File: src/rtl/mips_pkg.sv
// Shared MIPS core definitions: fetch state encoding, reset/halt constants and
// the byte-to-word address helper also used by i_mem.
package mips_pkg;

  typedef enum logic [1:0] {
    StRun,
    StHalt,
    StFault
  } fetch_state_t;

  localparam logic [31:0] HALT_WORD = 32'h0000_000C;
  localparam logic [31:0] RESET_PC  = 32'h0000_0000;

  function automatic logic [31:0] word_addr(logic [31:0] byte_addr);
    return byte_addr >> 2;
  endfunction

endpackage

File: src/rtl/if_slot.sv
// Registered valid/ready output slot carrying a fetched word to decode.
module if_slot (
  input  logic        clk_i,
  input  logic        reset_i,
  input  logic        load_i,
  input  logic        flush_i,
  input  logic [31:0] instr_i,
  input  logic [31:0] pc_i,
  output logic        valid_o,
  output logic [31:0] instr_o,
  output logic [31:0] pc_o,
  output logic [31:0] pc_plus4_o
);

  logic        valid_q, valid_d;
  logic [31:0] instr_q, instr_d;
  logic [31:0] pc_q, pc_d;
  logic [31:0] pc_plus4_q, pc_plus4_d;

  always_comb begin
    valid_d    = valid_q;
    instr_d    = instr_q;
    pc_d       = pc_q;
    pc_plus4_d = pc_plus4_q;
    // Flush only drops valid; the payload is don't-care until the next load.
    if (flush_i) begin
      valid_d = 1'b0;
    end else if (load_i) begin
      valid_d    = 1'b1;
      instr_d    = instr_i;
      pc_d       = pc_i;
      pc_plus4_d = pc_i + 32'd4;
    end
  end

  always_ff @(posedge clk_i) begin
    if (reset_i) begin
      valid_q    <= 1'b0;
      instr_q    <= 32'd0;
      pc_q       <= 32'd0;
      pc_plus4_q <= 32'd0;
    end else begin
      valid_q    <= valid_d;
      instr_q    <= instr_d;
      pc_q       <= pc_d;
      pc_plus4_q <= pc_plus4_d;
    end
  end

  assign valid_o    = valid_q;
  assign instr_o    = instr_q;
  assign pc_o       = pc_q;
  assign pc_plus4_o = pc_plus4_q;

endmodule

File: src/rtl/fetch_ctrl.sv
// Instruction-fetch sequencer: owns the PC, drives the ROM address and feeds
// decode through if_slot, handling redirects, back-pressure, halt and faults.
module fetch_ctrl #(
  parameter logic [31:0] RESET_PC   = mips_pkg::RESET_PC,
  parameter int unsigned IMEM_WORDS = 64,
  parameter logic [31:0] HALT_WORD  = mips_pkg::HALT_WORD
) (
  input  logic        clk,
  input  logic        reset,
  output logic [31:0] imem_addr,
  input  logic [31:0] imem_instr,
  input  logic        redirect_valid,
  input  logic [31:0] redirect_pc,
  input  logic        out_ready,
  output logic        out_valid,
  output logic [31:0] out_instr,
  output logic [31:0] out_pc,
  output logic [31:0] out_pc_plus4,
  output logic        halted,
  output logic        fault
);

  import mips_pkg::*;

  fetch_state_t state_q, state_d;
  logic [31:0]  pc_q, pc_d;
  logic         slot_free;
  logic         pc_illegal;
  logic         slot_load;
  logic         slot_flush;

  assign imem_addr  = pc_q;
  assign slot_free  = !out_valid || out_ready;
  // The range check fires at pc = 4*IMEM_WORDS, long before pc+4 could wrap.
  assign pc_illegal = (pc_q[1:0] != 2'b00) || (word_addr(pc_q) >= IMEM_WORDS);

  always_comb begin
    state_d    = state_q;
    pc_d       = pc_q;
    slot_load  = 1'b0;
    slot_flush = 1'b0;
    unique case (state_q)
      StRun: begin
        if (redirect_valid) begin
          pc_d       = redirect_pc;
          slot_flush = 1'b1;
        end else if (slot_free) begin
          if (pc_illegal) begin
            state_d    = StFault;
            slot_flush = 1'b1;
          end else if (imem_instr == HALT_WORD) begin
            state_d    = StHalt;
            slot_flush = 1'b1;
          end else begin
            slot_load = 1'b1;
            pc_d      = pc_q + 32'd4;
          end
        end
      end
      StHalt, StFault: begin
      end
      default: begin
        state_d    = StFault;
        slot_flush = 1'b1;
      end
    endcase
  end

  always_ff @(posedge clk) begin
    if (reset) begin
      state_q <= StRun;
      pc_q    <= RESET_PC;
    end else begin
      state_q <= state_d;
      pc_q    <= pc_d;
    end
  end

  assign halted = (state_q == StHalt);
  assign fault  = (state_q == StFault);

  if_slot u_if_slot (
    .clk_i      (clk),
    .reset_i    (reset),
    .load_i     (slot_load),
    .flush_i    (slot_flush),
    .instr_i    (imem_instr),
    .pc_i       (pc_q),
    .valid_o    (out_valid),
    .instr_o    (out_instr),
    .pc_o       (out_pc),
    .pc_plus4_o (out_pc_plus4)
  );

endmodule

File: config.mk
export PLATFORM = sky130hd
export DESIGN_NAME = fetch_ctrl
export DESIGN_NICKNAME = d
export VERILOG_FILES = /design/src/rtl/mips_pkg.sv /design/src/rtl/if_slot.sv /design/src/rtl/fetch_ctrl.sv
export SDC_FILE = /design/constraint.sdc
export NUM_CORES = 1
export LEC_CHECK = 0
export BUFFER_PORTS_ARGS = -buffer_cell sky130_fd_sc_hd__buf_4
export CELL_PAD_IN_SITES_DETAIL_PLACEMENT = 1
export CELL_PAD_IN_SITES_GLOBAL_PLACEMENT = 1
export CORE_UTILIZATION = 38
export DETAILED_ROUTE_END_ITERATION = 8
export PLACE_DENSITY = 0.83
export SLEW_MARGIN = 20
export SYNTH_ARGS = -nofsm -noshare
export SYNTH_HDL_FRONTEND = slang
export SYNTH_SLANG_ARGS = --single-unit
export TNS_END_PERCENT = 10
File: constraint.sdc
create_clock -name clk -period 5.9 [get_ports clk]
set_clock_uncertainty 0.1 [all_clocks]
set_input_delay 0.885 -clock clk [delete_from_list [all_inputs] [get_ports clk]]
set_output_delay 0.885 -clock clk [all_outputs]
set_load 0.01 [all_outputs]
==> summary.md, run 1 <==
| Metric | Value |
|---|---|
| Outcome | completed |
| Share of layout cells above drive strength 1 | 0.3493 |
| CTS clk-pin slew, worst paths | 0.06 ns |
| Antenna violations before repair | 0 |
| Post-synth EDFFs | 0 |
| # clock sinks | around 130 |
| Core ar. | 13240 um^2 |
| H-tree levels | 4 |
| Hold slack | 0.3507 ns |
| Synth top area share | 0.5007 |
| Synthesized flop and latch total | ~130 |
| Die Wd | 118.5 um |
| Peak supply drop | 0.1759 mV |
| Mux cell area share after synthesis | 0.007763 |
| Grt total ovfl | 0 |
| Initial Utilization | 0.3895 |
| Grt peak-use layer | met2 |
| Avg Cell Area, Syn | 9.048 um^2 |
| Pins over their slew limit | 0 |
| DR vias/cell | 5.274 |
| Port bufs | about 200 |
| Die Ht | 118.5 um |
| Maximum fanout along the worst path | 20 |
| Post-synth ARST share | 0 |
| FILL cells | roughly 1.6k |
| Met2 usage | 0.4147 |
| Detailed Route WL | 16220 um |
| P&R area growth vs syn | 41.53% |
| GRT Total Usage | 0.2373 |
| Setup bufs post-CTS | 0 |
| Power share of the clock group | 0.478 |
| Top-count cell post-synth | dfxtp_1 |
| Fin crit share | 0.5083 |
| Total power | 2335 uW |
| Worst r2r src | state_q[1] |
| Synth top area cells | dfxtp_1 (50%), nand3_1 (7.6%), and2_1 (6.3%), nand2_1 (4.7%), o21ai_0 (3.5%) |
| Total leakage power | 0.003031 uW |
| Drt wl/cell | 17.46 um |
| Register area share after synthesis | 0.5007 |
| Top FF cell, synth | dfxtp_1 |
| FMAX | roughly 330 MHz |
| FP Rows | between 40 and 50 |
| Total Die Area | 14040 um^2 |
| Gpl congestion | between 0.8 and 0.9 |
| Starting DRT DRC Count | 371 |
| Reg power frac | 0.404 |
| CP required | 6.06 ns |
| CP startpoint | imem_instr[18] |
| First-pass GRT wire length | 26120 um |
| Final hold violations | 0 |
| Hold Path Class | register to register |
| Largest net degree at the start of global routing | 88 |
| Post-Synth XOR/XNOR Area | 0.008491 |
| Cts hold-fix bufs | 0 |
| Nets@finish | 813 |
| Worst setup EP type | register |
| Hold path startpoint | u_if_slot.instr_o[0] |
| Internal Power | 1709 uW |
| Clk buf depth | 2 |
| DRT antenna net count | 0 |
| Yosys warning total | 0 |
| First-pass DRT Iterations | 4 |
| Switch Pwr | 626.5 uW |
| Maxcap violations | 0 |
| # DRC | 0 |
| Tmin final | 2.999 ns |
| Ant. Diodes | 0 |
| Cell variety after synth | 53 |
| I/O pin count | 199 |
| Clk Latency, worst-skew pair | 0.42 ns |
| Slew headroom | 0.3361 |
| Logic pwr share | 0.118 |
| Vias in the first global route | 5041 |
| Post-DP HPWL | 11380 um |
| CTS tree | yes |
| Post-Syn Instances | 570 |
| Compound-Gate Fraction of Synth Area | 0.1458 |
| Mapped cell area | 5157 um^2 |
| Post-CTS resize count | 0 |
| Post-Synth Adder-Cell Area | 0.01213 |
| Sw Share | 0.2683 |
| Vias after detailed routing | 4900 |
| Largest family of logic cells by synthesized area | simple AND/OR/NAND/NOR gates |
| Synthesized net count | 643 |
| Post-synth top cells | dfxtp_1 (129), nand3_1 (78), nand2_1 (65), and2_1 (52), clkbuf_1 (37) |
| Simple-Gate Fraction of Synth Area | 0.2741 |
| Cell taking the most area after synthesis | dfxtp_1 |
| Crit path kind | primary input to register |
| Final setup fails | 0 |
| Grt met1 use | 0.2780 |
| Root Driver | clkbuf_16 |
| Post-route setup TNS | 0 ns |
| Met3 usage | 0.04971 |
| Power Density | 319.9 nW/um^2 |
| TritonCTS buffer count | 17 |
| Worst Path Arrival | 3.16 ns |
| Setup crit start kind | primary input |
| Worst-margin pin slew | 0.9935 ns |
| RSZ-0062 raised after global routing | false |
worst max-delay path, cell delays in order:
cell and delay (ns):
buf_4 0.12, nor4_1 0.36, and4_1 0.39, a2111o_1 0.50, and2_2 0.66, o32ai_1 0.22
layer usage:
| metal | vias to the layer above | wire [um] |
|---|---|---|
| met5 | - | 0 |
| met4 | 0 | 404 |
| met3 | 31 | 900 |
| met2 | 167 | 8344 |
| met1 | 2348 | 6567 |
| li1 | 2354 | - |
final cells by class:
class | count | area [um^2] | area share
clock inverter | 14 | 193.9 | 0.02657
timing repair buffer | 200 | 1501 | 0.2057
sequential | 129 | 2582 | 0.3538
multi-input combinational | 381 | 2321 | 0.3180
inverter | 11 | 41.29 | 0.005656
tap | 176 | 220.2 | 0.03017
clock buffer | 18 | 439.2 | 0.06016
power groups by stage:
stage	combinational (uW)	clock [uW]	sequential [uW]
CTS	278	1140	942
global placement	265	0	958
floorplan	153	0	959
global route	301	1180	947
detailed placement	276	0	961
finish	276	1120	943
kinds of logic after synthesis:
group                    after synthesis
flip-flops                           129
AO/OA/AOI/OAI                        107
multiplexers                           4
XOR/XNOR                               5
buffers and inverters                 60
adder cells (fa/ha/maj)                5
AND/OR/NAND/NOR                      260
stage by stage:
step                area (um^2)  std cells    util  worst slack, ns
finish                     7300        929  0.5512            2.901
global route               7300        929  0.5512            2.694
CTS                        7298        929  0.5511            2.491
detailed placement         6665        897  0.5033            2.039
global placement           6660        897  0.5029            2.184
floorplan                  5157        570       -            3.447
path summary, 6_finish.rpt:
path,endpoint,slack [ns],cells past startpoint
worst min-delay path,u_if_slot.instr_o[0],0.35,2
worst max register to register,imem_addr[5],2.91,5
worst max-delay path,imem_addr[17],2.90,6
worst min register to register,u_if_slot.instr_o[0],0.35,2
cells in the final DEF, fill, tap and decap left out, drive strengths merged, types with 3 or more instances in the layout:
master	synthesis	layout
a211oi	5	5
a21oi	26	26
and2	52	52
buf	12	200
bufinv	0	3
clkbuf	37	18
dfxtp	129	129
ha	5	5
inv	11	18
mux2i	4	4
nand2	65	65
nand3	78	78
nand4	10	10
nor2	6	6
nor3	8	8
nor3b	3	3
nor4	18	18
o21ai	47	47
o31ai	12	12
or4	4	4
xnor2	4	4
sequential cells by signal, indices dropped and copies added, names as in the netlist:
signal                cells
imem_addr                32
state_q                   2
u_if_slot.instr_o        32
u_if_slot.pc_o           30
u_if_slot.pc_plus4_o     32
u_if_slot.valid_o         1
Power figures use the tool's default switching activity.
==> inputs of run 2 (changes only) <==
Settings changed: CORE_UTILIZATION 38 to 35, PLACE_DENSITY 0.83 to 0.77.
Clock period 5.9 ns to 2.9 ns, I/O delays scaled along.
==> run 2 against run 1 <==
Net effect:
- clock power is 81% higher
- die area is 8.4% higher
- sequential share of layout area is 0.42 points lower
- total power is 95% higher
- first-iteration DRC count is 20% lower
- count of clock-buffer cells in the layout is 2 higher
- setup slack worse by 2.4 ns
- global-route usage is 2.1 points lower
==> summary.md, run 2 (synthesized netlist as in run 1, its figures left out) <==
| Metric | Value |
|---|---|
| Starting DRT DRC Count | 295 (-20%) |
| Clk buf depth | 2 (unchanged) |
| Largest net degree at the start of global routing | 67 (-24%) |
| Clk Latency, worst-skew pair | 0.41 ns (about the same) |
| Ant. Diodes | 0 (unchanged) |
| DR vias/cell | 5.155 (-2.3%) |
| Most frequent cells in the layout | buf_4 (210), dfxtp_1 (129), nand3_1 (78), nand2_1 (65), and2_1 (52) |
| # DRC | 0 (unchanged) |
| Total leakage power | 0.003077 uW (+1.5%) |
| Post-CTS resize count | 0 (unchanged) |
| Die Wd | 123.4 um (+4.1%) |
| CTS tree | yes |
| CP required | 3.14 ns (-2.92 ns) |
| Hold Path Class | primary input to register |
| FMAX | 411.8 MHz |
| Core ar. | 14150 um^2 (+6.8%) |
| Slew headroom | 0.6249 (+0.2888) |
| P&R area growth vs syn | 43.23% |
| Peak supply drop | 0.4296 mV (+140%) |
| Antenna violations before repair | 0 (unchanged) |
| DRT antenna net count | 0 (unchanged) |
| Grt met1 use | 0.2552 (-0.02280) |
| Port bufs | 198 (unchanged) |
| GRT Total Usage | 0.2165 (-0.02079) |
| Maxcap violations | 0 (unchanged) |
| Finished Layout Cells | 947 (+1.9%) |
| Post-route setup TNS | 0 ns (unchanged) |
| Post-DP HPWL | 11900 um (+4.6%) |
| Share of layout cells above drive strength 1 | 0.3585 (+0.009270) |
| Most common cell after layout, fill and taps aside | buf_4 |
| Worst Path Arrival | 2.67 ns (-0.49 ns) |
| FP Rows | 43 (+2.4%) |
| Setup ws final | 0.4717 ns (-2.429 ns) |
| Maximum fanout along the worst path | 10 (-50%) |
| Worst-path cell chain | nor4_2 > nand4_1 > a2111oi_4 > buf_4 > buf_4 > mux2i_1 |
| CP Buf/Inv Count | 2 (+1) |
| Slowest stage cell, crit path | nor4_2 |
| TritonCTS buffer count | 17 (unchanged) |
| Cts hold-fix bufs | 0 (unchanged) |
| Final setup fails | 0 (unchanged) |
| Outcome | completed |
| Die Ht | 123.4 um (+4.1%) |
| Fin crit share | 0.8374 |
| Total Die Area | 15230 um^2 (+8.4%) |
| Initial Utilization | 0.3645 (-0.02497) |
| First-pass DRT Iterations | 5 (+1) |
| Pre-CTS setup slack | 0.4382 ns (-1.600 ns) |
| Setup crit start kind | register |
| Most frequent CP cell | buf_4 |
| Setup bufs post-CTS | 0 (unchanged) |
| Grt peak-use layer | met2 |
| Placed Instances | 915 (+2.0%) |
| # clock sinks | 129 (unchanged) |
| I/O pin count | 199 (unchanged) |
| Gpl congestion | 0.8229 (-0.40%) |
| Worst setup EP type | register |
| CTS clk-pin slew, worst paths | 0.06 ns (about the same) |
| Met2 usage | 0.3785 (-0.03621) |
| Nets@finish | 827 (+1.7%) |
| Power Density | 616.5 nW/um^2 (+93%) |
| RSZ-0062 raised after global routing | false |
| Pins over their slew limit | 0 (unchanged) |
| Grt total ovfl | 0 (unchanged) |
| Final hold violations | 0 (unchanged) |
| Root Driver | clkbuf_16 |
| Worst-margin pin slew | 0.5627 ns (-0.4309 ns) |
| Crit path kind | register to register |
| Vias in the first global route | 4943 (-1.9%) |
| Vias after detailed routing | 4882 (-0.37%) |
| First-pass GRT wire length | 25140 um (-3.8%) |
| Tmin final | ~2.4 ns |
| Detailed Route WL | 16410 um (+1.2%) |
| Drt wl/cell | 17.33 um (-0.71%) |
| Met3 usage | 0.05581 (+0.006101) |
| Delay-heaviest family, CP | simple AND/OR/NAND/NOR gates |
| H-tree levels | 4 (unchanged) |
| Crit path largest cell delay | 0.52 ns (-0.14 ns) |
## run 2: changes by cell type in the layout (fill, tap and decap cells not counted), sizes merged
cell / before / now
buf: 200 / 214
clkbuf: 18 / 20
clkinvlp: 2 / 4
inv: 18 / 12
bufinv: 3 / 1
clkinv: 2 / 6
## run 2: worst register-to-register path: stages (launching register included)
cell	delay, ns
dfxtp_1	0.35
nor4_2	0.52
nand4_1	0.24
a2111oi_4	0.50
buf_4	0.27
buf_4	0.19
mux2i_1	0.19
## run 2: per-stage QoR
stage / area, um^2 / util / total power, uW / hold slack (ns)
floorplan: 5157 / - / 2262 / 0.3726
global placement: 6820 / 0.4820 / 2543 / 0.3374
detailed placement: 6820 / 0.4820 / 2568 / 0.3449
CTS: 7387 / 0.5221 / 4606 / 0.1325
global route: 7387 / 0.5221 / 4743 / 0.1512
finish: 7387 / 0.5221 / 4554 / 0.1465
## run 2: area by class of cell
| cell class | count | area (um^2) |
|---|---|---|
| multi-input cells | 381 | 2315 |
| inverters | 11 | 41.29 |
| flip-flops and latches | 129 | 2582 |
| fillers | 1649 | 6763 |
| well taps | 180 | 225.2 |
| clock inverters | 12 | 110.1 |
| clock buffers | 20 | 456.7 |
| repair buffers | 214 | 1657 |
## run 2: routing by layer
metal	up-vias	share of wire
met5	-	0
met4	0	0.012
met3	15	0.070
met2	154	0.49
met1	2331	0.43
li1	2382	-
## run 2: worst paths after layout
check                                from                      end  slack [ns]  depth (start not counted)
hold / removal              imem_instr[3]     u_if_slot.instr_o[3]        0.15                          3
setup / recovery            imem_addr[20]        u_if_slot.pc_o[4]        0.47                          6
setup reg to reg            imem_addr[20]        u_if_slot.pc_o[4]        0.47                          6
hold reg to reg   u_if_slot.pc_plus4_o[6]  u_if_slot.pc_plus4_o[6]        0.35                          2
## run 2: power breakdown
part / switching, uW / internal [uW]
combinational: 343 / 275
clock: 803 / 1220
sequential: 73.5 / 1840
